**src/rtl/rc4_ksa_ctrl.sv**
```systemverilog
// RC4 key-schedule controller: identity-fill the S-RAM, then run the KSA swap loop (RC4_KSA_PERF_EN adds a busy-cycle counter).
// Latency: done pulses DEPTH*(5+2*READ_LAT) cycles after the edge that samples start.
// Backpressure: none; start is a request that is ignored unless idle, and the RAM must honour READ_LAT.
module rc4_ksa_ctrl #(
    parameter int ADDR_W    = 8,
    parameter int KEY_BYTES = 3,
    parameter int READ_LAT  = 1
) (
    input  logic                   clock,
    input  logic                   reset_n,
    input  logic                   start,
    input  logic [KEY_BYTES*8-1:0] secret_key,
    input  logic [ADDR_W-1:0]      q,
    output logic                   busy,
    output logic                   done,
    output logic                   wren,
    output logic [ADDR_W-1:0]      address,
    output logic [ADDR_W-1:0]      data
`ifdef RC4_KSA_PERF_EN
    ,
    output logic [31:0]            cycles
`endif
);

    localparam int KW = (KEY_BYTES > 1) ? $clog2(KEY_BYTES) : 1;

    localparam logic [3:0] S_IDLE    = 4'd0;
    localparam logic [3:0] S_INIT    = 4'd1;
    localparam logic [3:0] S_RD_SI   = 4'd2;
    localparam logic [3:0] S_WAIT_SI = 4'd3;
    localparam logic [3:0] S_RD_SJ   = 4'd4;
    localparam logic [3:0] S_WAIT_SJ = 4'd5;
    localparam logic [3:0] S_WR_SI   = 4'd6;
    localparam logic [3:0] S_WR_SJ   = 4'd7;
    localparam logic [3:0] S_DONE    = 4'd8;

    localparam logic [ADDR_W-1:0] I_LAST = '1;
    localparam logic [KW-1:0]     K_LAST = KW'(KEY_BYTES - 1);
    localparam logic [1:0]        W_LAST = 2'(READ_LAT - 1);

    logic [3:0]             state;
    logic [ADDR_W-1:0]      i;
    logic [ADDR_W-1:0]      j;
    logic [ADDR_W-1:0]      si;
    logic [ADDR_W-1:0]      jn;
    logic [ADDR_W-1:0]      key_term;
    logic [KW-1:0]          kidx;
    logic [1:0]             wcnt;
    logic [KEY_BYTES*8-1:0] key_r;
    logic [7:0]             key_byte;

    // Key byte 0 sits in the most significant byte of the latched key.
    always_comb begin
        key_byte = 8'h00;
        for (int b = 0; b < KEY_BYTES; b++) begin
            if (kidx == KW'(b)) begin
                key_byte = key_r[(KEY_BYTES-1-b)*8 +: 8];
            end
        end
    end

    assign key_term = ADDR_W'(key_byte);
    assign jn       = j + q + key_term;

    always_ff @(posedge clock or negedge reset_n) begin
        if (!reset_n) begin
            state   <= S_IDLE;
            busy    <= 1'b0;
            done    <= 1'b0;
            wren    <= 1'b0;
            address <= '0;
            data    <= '0;
            i       <= '0;
            j       <= '0;
            si      <= '0;
            kidx    <= '0;
            wcnt    <= '0;
            key_r   <= '0;
        end else begin
            done <= 1'b0;
            case (state)
                S_IDLE: begin
                    if (start) begin
                        key_r   <= secret_key;
                        i       <= '0;
                        j       <= '0;
                        kidx    <= '0;
                        busy    <= 1'b1;
                        wren    <= 1'b1;
                        address <= '0;
                        data    <= '0;
                        state   <= S_INIT;
                    end
                end
                S_INIT: begin
                    if (i == I_LAST) begin
                        i       <= '0;
                        wren    <= 1'b0;
                        address <= '0;
                        state   <= S_RD_SI;
                    end else begin
                        i       <= i + ADDR_W'(1);
                        address <= i + ADDR_W'(1);
                        data    <= i + ADDR_W'(1);
                    end
                end
                S_RD_SI: begin
                    wcnt  <= '0;
                    state <= S_WAIT_SI;
                end
                S_WAIT_SI: begin
                    if (wcnt == W_LAST) begin
                        si      <= q;
                        j       <= jn;
                        address <= jn;
                        state   <= S_RD_SJ;
                    end else begin
                        wcnt <= wcnt + 2'd1;
                    end
                end
                S_RD_SJ: begin
                    wcnt  <= '0;
                    state <= S_WAIT_SJ;
                end
                S_WAIT_SJ: begin
                    if (wcnt == W_LAST) begin
                        address <= i;
                        data    <= q;
                        wren    <= 1'b1;
                        state   <= S_WR_SI;
                    end else begin
                        wcnt <= wcnt + 2'd1;
                    end
                end
                S_WR_SI: begin
                    address <= j;
                    data    <= si;
                    state   <= S_WR_SJ;
                end
                S_WR_SJ: begin
                    kidx <= (kidx == K_LAST) ? '0 : kidx + KW'(1);
                    wren <= 1'b0;
                    if (i == I_LAST) begin
                        done  <= 1'b1;
                        busy  <= 1'b0;
                        state <= S_DONE;
                    end else begin
                        i       <= i + ADDR_W'(1);
                        address <= i + ADDR_W'(1);
                        state   <= S_RD_SI;
                    end
                end
                S_DONE: begin
                    state <= S_IDLE;
                end
                default: begin
                    busy  <= 1'b0;
                    wren  <= 1'b0;
                    state <= S_IDLE;
                end
            endcase
        end
    end

`ifdef RC4_KSA_PERF_EN
    always_ff @(posedge clock or negedge reset_n) begin
        if (!reset_n) begin
            cycles <= '0;
        end else if (state == S_IDLE && start) begin
            cycles <= '0;
        end else if (busy && cycles != 32'hFFFF_FFFF) begin
            cycles <= cycles + 32'd1;
        end
    end
`endif

endmodule
```
**config.mk**
```make
export PLATFORM = sky130hd
export DESIGN_NAME = rc4_ksa_ctrl
export DESIGN_NICKNAME = d
export VERILOG_FILES = /design/src/rtl/rc4_ksa_ctrl.sv
export SDC_FILE = /design/constraint.sdc
export NUM_CORES = 1
export LEC_CHECK = 0
export CORE_ASPECT_RATIO = 2
export CORE_MARGIN = 4
export CORE_UTILIZATION = 45
export DETAILED_ROUTE_END_ITERATION = 7
export DONT_BUFFER_PORTS = 1
export GPL_TIMING_DRIVEN = 0
export PLACE_DENSITY = 0.63
export SLEW_MARGIN = 20
export SYNTH_ARGS = -nofsm -noshare
export SYNTH_HDL_FRONTEND = slang
export SYNTH_SLANG_ARGS = --single-unit
```
**constraint.sdc**
```tcl
create_clock -name clock -period 4.15 [get_ports clock]
set_input_delay 0.83 -clock clock [delete_from_list [all_inputs] [get_ports clock]]
set_output_delay 0.83 -clock clock [all_outputs]
set_load 0.005 [all_outputs]
```
==> flow_summary.json <==
{
  "finalHoldViolCount": 0,
  "gp_congestion": 0.904,
  "hold_path_class": "in -> async",
  "layout.nets": 455,
  "htreeDepth": 3,
  "cts_made_buffers": 9,
  "layout_commonest_cell": "dfrtp_1",
  "drive_above_1_share_pct": 21.0,
  "setup_viol_count_final": 0,
  "synth_top_area_share_pct": 44.7,
  "syn_inst": 393,
  "cts_tree": "built",
  "grtUsageTotal_pct": 19.7,
  "holdWs_ns": 0.181,
  "clock_latency_ns": 0.34,
  "cts_sinks": 75,
  "critical_path_class": "reg -> reg",
  "synth_nets": 444,
  "fin_skew_ns": 0.00781,
  "ant_nets": 0,
  "clkSlewWorstSetupHoldPaths_ns": 0.06,
  "drt-initial-drc-count": 136,
  "maxCapViolCount": 0,
  "grt_pass1_vias": 3208,
  "ys.flop_type": "dfrtp_1",
  "finalCriticalPeriod_ns": 3.83,
  "routedWlPerCell_um": 20.6,
  "clockBufferDepth": 2,
  "vias": 3051,
  "fin_crit_sh_pct": 92.3,
  "status": "complete, no violations",
  "io_pins": 54,
  "final_cell_mix": "dfrtp_1, mux2_2, nand2_1",
  "worstPathMaxFanout": 10,
  "syn_area_per_cell_sq_um": 10.7,
  "ys_seq_elements": 75,
  "vias_per_cell": 5.97,
  "postCtsSetupBuffers": 0,
  "multi_input_area_sq_mm": 0.00213,
  "grt_overflow": 0,
  "place_hpwl_mm": 8.25,
  "p_total_uw": 2250,
  "grt_pass1_wl_mm": 16.3,
  "crit_path_end_kind": "flop",
  "stdcell_count": 511,
  "antenna_found_initial": 0,
  "drcViolationCount": 0,
  "tightest_slew_ns": 0.830,
  "rsz0062_at_grt": "no",
  "max_slew_margin_pct": 43.9,
  "clock-root-buffer": "clkbuf_16",
  "maxSlewViolCount": 0,
  "yosys-top-cells-area": "dfrtp_1, mux2_2, o21ai_0, fa_1, nand2_1",
  "core-area_sq_mm": 0.00907,
  "initial_core_util_pct": 46.2,
  "cts_repair_resize_count": 0,
  "worstPathRequired_ns": 4.37,
  "totalWireLength_mm": 10.5,
  "num_rows": 49,
  "synth_edf_count": 0,
  "grt_max_degree": 76,
  "async_flop_share_pct": 100,
  "die_area_sq_mm": 0.0110,
  "area_growth_pct": 10.4,
  "ir_drop_mv": 0.293,
  "startpoint_type": "flop",
  "place_inst": 495,
  "fmax_mhz": 261,
  "synth_seq_area_share_pct": 44.7,
  "power.static_leakage_uw": 0.00206,
  "regArea_sq_mm": 0.00188,
  "synth_cell_type_count": 58,
  "diodes": 0,
  "die_x_um": 76.3,
  "yosysWarnings": 0,
  "ctsHoldBuffers": 0,
  "drtPass1Iterations": 4,
  "yosysTopAreaCell": "dfrtp_1",
  "arrival_ns": 4.05,
  "netlist_area_sq_mm": 0.00419,
  "powerDensity_mw_per_mm2": 486,
  "fillers": 850,
  "fin_setup_tns_ns": 0,
  "port_buffers": 0,
  "die_h_um": 145
}
-- layout make-up --
cell class	instances	area share [%]
Clock inverter	3	1.00
Sequential cell	75	40.6
Buffer	26	3.33
Inverter	10	0.811
Multi-Input combinational cell	282	45.9
Clock buffer	13	5.62
Tap cell	102	2.76
-- metal layers --
metal | GRT usage [%] | vias up | share of wire [%]
met1 | 17.0 | 1496 | 34
met4 | 17.5 | 0 | 7.4
li1 | - | 1425 | -
met3 | 4.86 | 35 | 4.1
met2 | 37.0 | 95 | 54
met5 | 0 | - | 0
-- synth_stat cells (2+ instances only) --
cell       instances
a21o_1             4
a21oi_1           12
nor2_1            24
o21ai_0           38
mux2_2            42
mux2i_1            8
nor3_1             4
nand3_1            6
dfrtp_1           75
o2111ai_1          3
a22o_1             8
nand3b_1           2
a221o_1            2
or3_1              2
inv_1             10
o21a_1             2
or2_2              3
buf_6              3
buf_4              5
nand2_1           39
buf_2             12
fa_1               8
a221oi_1           2
ha_1               8
a211oi_1           3
a22oi_1            9
o31ai_1            4
nand2b_1           3
nor2b_1            5
xor2_1             5
clkbuf_1           5
xnor2_1            8
and3_1             4
-- worst max-delay path, stage by stage, from the launching register on --
cell and delay [ns]:
dfrtp_1 0.38, buf_1 0.54, mux2i_1 0.25, o21ai_0 0.11
fa_1 0.51, ha_1 0.19, inv_1 0.07, fa_1 0.40
nor2b_1 0.17, o31a_1 0.18, a211oi_1 0.08, a21oi_1 0.16
o311ai_0 0.30, mux2_2 0.36
-- worst paths after layout --
| kind | end | slack, ns | from | cells after the start |
|---|---|---|---|---|
| max | address[5] | 0.32 | kidx[0] | 13 |
| min | data[0] | 0.18 | reset_n | 0 |
| max reg2reg | address[5] | 0.32 | kidx[0] | 13 |
| min reg2reg | si[6] | 0.50 | si[6] | 2 |
| max in group asynchronous | key_r[0] | 3.84 | reset_n | 0 |
| min in group clock | si[6] | 0.50 | si[6] | 2 |
-- report_power, final --
group	leakage (uW)	switching (uW)	internal [uW]
logic	0.00100	312	294
clock network	0.000146	300	500
registers	0.000907	47.9	795
-- through the flow --
| stage | area (sq um) | utilization, % | worst slack (ns) |
|---|---|---|---|
| 3_5_place_dp | 4320 | 47.6 | 0.354 |
| 4_1_cts | 4630 | 51.0 | 0.341 |
| 2_1_floorplan | 4190 | - | 0.996 |
| 6_report | 4630 | 51.0 | 0.320 |
| 5_1_grt | 4630 | 51.0 | 0.151 |
| 3_3_place_gp | 4320 | 47.6 | 0.370 |
-- kinds of logic (layout without fill, tap and decap cells) --
| family | Yosys count | count (layout) | synth area share [%] |
|---|---|---|---|
| AO/OA/AOI/OAI | 100 | 100 | 15.7 |
| XOR/XNOR | 13 | 13 | 2.71 |
| adder cells (fa/ha/maj) | 16 | 16 | 6.21 |
| buffers and inverters | 36 | 52 | 4.56 |
| flip-flops | 75 | 75 | 44.7 |
| multiplexers | 52 | 52 | 13.8 |
| AND/OR/NAND/NOR | 101 | 101 | 12.3 |
-- flip-flops by register name, summed over array words and instances, names as in the netlist --
signal,count
busy,1
i,8
done,1
data,8
si,8
kidx,2
state,4
address,8
wcnt,2
j,8
key_r,24
wren,1
No activity file was read; power rests on OpenSTA's default activity.
